### config.mk
export PLATFORM = sky130hd
export DESIGN_NAME = fifo_rx_sched
export DESIGN_NICKNAME = d
export VERILOG_FILES = /design/src/rtl/fifo_rx_sched.sv
export SDC_FILE = /design/constraint.sdc
export NUM_CORES = 1
export LEC_CHECK = 0
export ABC_AREA = 1
export CAP_MARGIN = 20
export CORE_MARGIN = 4
export CORE_UTILIZATION = 30
export CTS_CLUSTER_DIAMETER = 40
export DETAILED_ROUTE_END_ITERATION = 10
export GPL_TIMING_DRIVEN = 1
export PLACE_DENSITY = 0.61
export SLEW_MARGIN = 20
export SYNTH_ARGS = -nofsm -noshare
export SYNTH_HDL_FRONTEND = slang
export SYNTH_SLANG_ARGS = --single-unit
### constraint.sdc
create_clock -name clk -period 2.4 [get_ports clk]
set_input_delay 0.36 -clock clk [delete_from_list [all_inputs] [get_ports clk]]
set_output_delay 0.36 -clock clk [all_outputs]
set_load 0.02 [all_outputs]
### src/rtl/fifo_rx_sched.sv
// fifo_rx_sched: round-robin scheduler that shares one fifo_rx read engine
// among NUM requesters. It grants one requester at a time, forwards that
// requester's length and start to the engine, and steers the engine's read
// strobe and done back to the granted requester.
module fifo_rx_sched #(
    parameter int NUM = 4,
    parameter int IDW = 2
) (
    input  logic              clk,
    input  logic              rst,
    input  logic [NUM-1:0]    req_fs,
    output logic [NUM-1:0]    req_fd,
    input  logic [16*NUM-1:0] req_len,
    output logic [NUM-1:0]    req_rxen,
    output logic              rx_fs,
    input  logic              rx_fd,
    output logic [15:0]       rx_len,
    input  logic              rx_rxen,
    output logic              busy,
    output logic [IDW-1:0]    cur_id
);

    typedef enum logic [1:0] {
        IDLE = 2'd0,
        ARB  = 2'd1,
        BUSY = 2'd2,
        DONE = 2'd3
    } state_t;

    state_t         state;
    state_t         state_nxt;
    logic [IDW-1:0] ptr;
    logic           win_vld;
    logic [IDW-1:0] win_id;
    logic [15:0]    len_arr [NUM];

    // Unpack the flat length bus so a requester's length can be picked by index.
    for (genvar g = 0; g < NUM; g++) begin : g_len
        assign len_arr[g] = req_len[16*g +: 16];
    end

    // Round-robin search: first requester with fs high, starting at ptr and
    // wrapping at NUM (works for non-power-of-two NUM as well).
    always_comb begin
        logic [IDW-1:0] idx;
        // NOTE: every variable gets a default before any conditional write, so no path leaves it unassigned and no latch is inferred.
        win_vld = 1'b0;
        win_id  = '0;
        idx     = ptr;
        for (int k = 0; k < NUM; k++) begin
            if (!win_vld && req_fs[idx]) begin
                win_vld = 1'b1;
                win_id  = idx;
            end
            idx = (idx == IDW'(NUM - 1)) ? '0 : idx + 1'b1;
        end
    end

    // State register plus the grant pointer, current id and latched length.
    always_ff @(posedge clk or posedge rst) begin
        if (rst) begin
            state  <= IDLE;
            ptr    <= '0;
            cur_id <= '0;
            rx_len <= '0;
        end else begin
            // NOTE: non-blocking assignments so every register here samples the pre-edge values, independent of statement order.
            state <= state_nxt;
            if (state == ARB && win_vld) begin
                cur_id <= win_id;
                rx_len <= len_arr[win_id];
                ptr    <= (win_id == IDW'(NUM - 1)) ? '0 : win_id + 1'b1;
            end
        end
    end

    // Next-state logic. A zero length skips the engine entirely, since the
    // engine would treat zero as a full 65536-word read.
    always_comb begin
        state_nxt = state;
        case (state)
            IDLE: state_nxt = ARB;
            ARB: begin
                if (win_vld) begin
                    state_nxt = (len_arr[win_id] == 16'd0) ? DONE : BUSY;
                end
            end
            BUSY: begin
                if (rx_fd) begin
                    state_nxt = DONE;
                end
            end
            DONE: begin
                // Leave only once the requester has released fs and the engine
                // has dropped done, so the engine is back in its wait state.
                if (!req_fs[cur_id] && !rx_fd) begin
                    state_nxt = ARB;
                end
            end
            default: state_nxt = IDLE;
        endcase
    end

    // Output decode from the registered state and cur_id.
    always_comb begin
        rx_fs    = 1'b0;
        busy     = 1'b0;
        req_fd   = '0;
        req_rxen = '0;
        case (state)
            BUSY: begin
                rx_fs            = 1'b1;
                busy             = 1'b1;
                req_rxen[cur_id] = rx_rxen;
            end
            DONE: begin
                busy           = 1'b1;
                req_fd[cur_id] = 1'b1;
            end
            default: ;
        endcase
    end

endmodule

# Word level (Yosys, flattened, before mapping)
# Index checks and enable logic that the tools add are counted.
# word_totals
ff_bits,22
input_bits,72
out_inout_bits,28
# op_classes
add_sub_neg,4
magnitude_cmp,7
n_eq_ne,10
n_mux,36
n_bitwise,2
reduce_logical,15
# op_table
cell,n
16-bit binary-select mux with 2-bit select,1
16-bit two-way mux,2
2-bit two-way mux,11
16-bit zero test,1
"2-bit by 3-bit < comparator with 1-bit output, second input constant",5
1-bit two-way mux,13
"2-bit equality test, second input constant",6
1-bit binary-select mux with 2-bit select,5
"2-bit by 1-bit adder with 2-bit output, second input constant",4
4-bit two-way mux,2
2-bit one-hot mux with 4 select lines,1
1-bit logical AND,6
"2-bit inequality test, second input constant",3
1-bit zero test,5
4-bit bitwise AND,1
"3-bit greater-or-equal comparator, second input constant",1
2-bit inverter with 3-bit output,1
3-bit AND reduction,1
1-bit demux with 2-bit select,1
"2-bit by 1-bit equality test with 1-bit output, second input constant",1
"2-bit by 1-bit greater-or-equal comparator with 1-bit output, second input constant",1
2-bit zero test,1
2-bit OR reduction,1

# Logic depth before layout (Yosys ltp)
# logic_depth
ltp_word,20
mapped_depth,20
mapped_depth_nobuf,19

# Worst setup path before layout
# OpenSTA, ideal clock, no wires.
# synth_path
path_type,flip-flop to flip-flop
from,register ptr[0]
to,register ptr[1]
arrival_ns,2.081
setup_slack_ns,0.185
stages_incl_launch_ff,14
n_path_buf,1
period_less_slack_ns,2.215
path_cell_list,dfrtp_1 ha_1 inv_1 nand2_1 nand3_1 nand2_4 inv_2 nand4_1 nand2_4 clkinv_2 buf_4 ha_1 nand2_1 o21ai_0
# synth_via
elab_chain_len,14
elab_cells_between_ends,35
# synth_lines
element,line_no,source
start: declaration,32,logic [IDW-1:0] ptr;
start signal: assignment,72,ptr <= (win_id == IDW'(NUM - 1)) ? '0 : win_id + 1'b1;
branches (longest 11 deep; another with 2-bit by 1-bit adder with 2-bit output),-,
2-bit two-way mux (*),51,if (!win_vld && req_fs[idx]) begin
via win_id[1],34,logic [IDW-1:0] win_id;
2-bit by 1-bit adder with 2-bit output / 2-bit equality test (equally long branches),72,
2-bit two-way mux (*),72,
# Mark *: on every way through the listed nets, which the timed path passes. The select of a mux whose other input is x is not followed.
# A chain may end at the register's enable or synchronous reset.

# Final worst setup path
# layout_path
from,register ptr[0]
to,register state[0]
# layout_via
elab_chain_len,20
elab_cells_between_ends,41
# layout_lines
element,line_no,source
branches (longest 20 deep; another with 2-bit by 1-bit adder with 2-bit output),-,
end signal: assignment,68,state <= state_nxt;
end: declaration,30,state_t state;
# Several ways; the timed one is not identified. The select of a mux whose other input is x is not followed.

==> parameters.txt <==
Parameter                              Value

Run status
  Run status    finished, final reports clean

Finish
  Most common cell after layout, fill and taps aside    sky130_fd_sc_hd__clkdlybuf4s50_1
  Final Net Count    526
  Antenna cell count    0
  Layout cell share with drive strength beyond 1    19.0%
  Number of fill cells    647
  Layout area overhead    69.3%
  Utilization after layout    52.0%
  Most frequent cells in the layout    99 x sky130_fd_sc_hd__clkdlybuf4s50_1, 94 x sky130_fd_sc_hd__nand2_1, 41 x sky130_fd_sc_hd__nand3_1

Route
  Number of detailed-route iterations in the first pass    4
  Wirelength, routed    6.32 mm
  Detailed-route vias per instance    4.61
  Count of antenna-violating nets left after detailed routing    0
  DRC    0
  Via Count    2428
  Average wire per cell in the routed design    12.0 um
  Initial detailed-routing violation count    65

STA
  Measured slew at the worst slew-check pin    0.285 ns
  Remaining max-slew budget at the tightest pin    80.8%
  Final hold violation count    0
  Setup clock skew after layout    0.00184 ns
  Unrepaired setup endpoints after global routing    yes
  Final Max Slew Viols    0
  Maximum achievable frequency    0.422 GHz
  Share of the cycle needed by the critical path after routing    98.8%
  Final count of negative-setup-slack endpoints    0
  Worst-case hold slack    0.444 ns
  Final critical path time including I/O delays and setup    2.37 ns

Placement
  Placer congestion estimate    0.854
  Buffers on Ports    99
  Detailed placement HPWL    5.12 mm

GRT
  Number of antenna violations at the first check in global routing    0
  Vias in the first global route    2292
  Total GRT Usage    14.9%
  Wire length of the first global-routing pass    10.4 mm
  Remaining Overflow, GRT    0
  Maximum number of pins on one net before global-route repair    23

Floorplanning
  Total die area    8310 um^2
  Die height    91.2 um
  Core region area    6760 um^2
  Initial Util    30.7%
  # IOs    100
  Die width    91.2 um
  Standard-cell row count    30

Clock network
  Clock tree sinks    22
  Depth of the CTS H-tree    1
  Post-CTS Hold Fix Bufs    0
  Max Buffers Root-to-Sink    2
  CTS tree    built
  Cell chosen for the clock root    sky130_fd_sc_hd__clkbuf_8
  TritonCTS Buffers    3
  Clock insertion delay at the later pin of the skew report    0.26 ns
  Post-CTS clock slew at the launch and capture registers of the worst setup and hold paths    0.08 ns

Synth
  Number of flops mapped to enable cells by yosys    0
  Synth async-reset ratio    100%
  Synth warn    0
  Nets in the synthesized netlist    402
  Synthesized netlist cell count    325
  Distinct cell type count of the synthesized netlist    32
  Number of flip-flops and latches in the synthesized netlist    22
  Primary FF master, synth    sky130_fd_sc_hd__dfrtp_1
  Sequential-to-total area share from yosys stat    26.5%
  Post-synthesis average cell area    6.38 um^2
  Syn Std Cell Area    2070 um^2

Setup path
  Critical Path Most Common Cell    sky130_fd_sc_hd__nand2_2
  Required time of the critical path    2.59 ns
  Reg2reg setup slack    0.03 ns
  Startpoint kind of the worst setup timing path    flip-flop
  Element type at the critical path end    flip-flop
  Delay of the slowest cell on the worst path    0.42 ns
  CP delay by family, top    simple AND/OR/NAND/NOR gates
  Critical path startpoint    ptr[0]
  Crit path buf inv count    2
  Reg2Reg Launch Point    ptr[0]
  Cells along the critical path    ha_4 > inv_2 > nand2_2 > nand2_2 > nand2_2 > nand2_4 > nand2_2 > nand3_2 > nand2_4 > buf_12 > nand3b_1 > nand3_2 > nand2_2 > nor2_2 > nand2_1 > nor2_2 > nand3_2 > a21oi_2
  Crit-path slowest cell    sky130_fd_sc_hd__dfrtp_1
  Classification of the worst setup path    flip-flop to flip-flop
  Worst EP arrival    2.56 ns
  Biggest fanout along the worst timing path    16

Run
  Count of max-cap constraint violations    0

Min path
  Hold crit path type    input port to async pin
## tightest hold or removal path, delay by kind of cell
| family | cells | cell delay, ns |
|---|---|---|
| buffers and inverters | 3 | 0.73 |
## cell families after synthesis
group	after synthesis	synth area share [%]
flops	22	26.5
simple gates	213	49.7
buf+inv	59	13.8
compound gates	26	7.00
fa+ha+maj	5	3.02
## state kept, by name, summed over array words and instances (netlist names)
name    count
cur_id      2
ptr         2
rx_len     16
state       2
## what timing repair did
item,in CTS,in global routing
resized for setup,8,22
buffers inserted,2,2
pin swaps,2,9
setup endpoints to repair,3,3
## worst paths after layout
check	to	cells past startpoint
setup / recovery	state[0]	18
hold / removal	rx_len[5]	3
setup reg to reg	state[0]	18
hold reg to reg	rx_len[0]	2
max in group asynchronous	state[0]	3
min in group clk	rx_len[0]	2
## per-layer routing
layer	GRT usage, %	up-vias	wire, um
li1	-	1278	-
met2	25.3	62	3010
met5	0	-	0
met3	2.40	4	327
met1	19.9	1084	2910
met4	3.39	0	70
## stage by stage
stage | std cells | worst slack (ns) | area (um^2) | TNS [ns]
floorplan | 325 | 0.185 | 2070 | 0
global placement | 520 | -0.198 | 3320 | -0.403
detailed placement | 520 | -0.266 | 3320 | -0.595
CTS | 525 | 0.00368 | 3420 | 0
global route | 527 | -0.125 | 3510 | -0.125
finish | 527 | 0.0294 | 3510 | 0
## synthesized netlist by cell type (2+ instances only)
cell type	n	area share, %
sky130_fd_sc_hd__nand3b_1	7	2.5
sky130_fd_sc_hd__dfrtp_1	22	27
sky130_fd_sc_hd__buf_2	4	0.97
sky130_fd_sc_hd__inv_2	2	0.36
sky130_fd_sc_hd__nand2_4	6	3.3
sky130_fd_sc_hd__nor4_1	2	0.60
sky130_fd_sc_hd__o22ai_1	2	0.60
sky130_fd_sc_hd__or2_2	2	0.60
sky130_fd_sc_hd__nor2_1	32	5.8
sky130_fd_sc_hd__a31oi_1	7	2.1
sky130_fd_sc_hd__inv_1	40	7.2
sky130_fd_sc_hd__o21ai_0	13	3.1
sky130_fd_sc_hd__ha_1	5	3.0
sky130_fd_sc_hd__clkbuf_1	3	0.54
sky130_fd_sc_hd__nand2_2	8	2.4
sky130_fd_sc_hd__a21oi_1	2	0.48
sky130_fd_sc_hd__nand3_2	5	2.4
sky130_fd_sc_hd__nand2_1	97	18
sky130_fd_sc_hd__buf_6	5	2.7
sky130_fd_sc_hd__nand3_1	49	12
## area by class of cell
class / count / area (um^2) / share of cell area [%]
clock buffer: 3 / 41.3 / 1.18
inverter: 45 / 186 / 5.31
multi-input combinational: 244 / 1340 / 38.0
sequential: 22 / 551 / 15.7
tap: 80 / 100 / 2.85
timing repair buffer: 133 / 1300 / 37.0
Power is left out: the tool's default activity adds up to more than one toggle a clock period on the data nets, which glitch-free logic cannot reach.
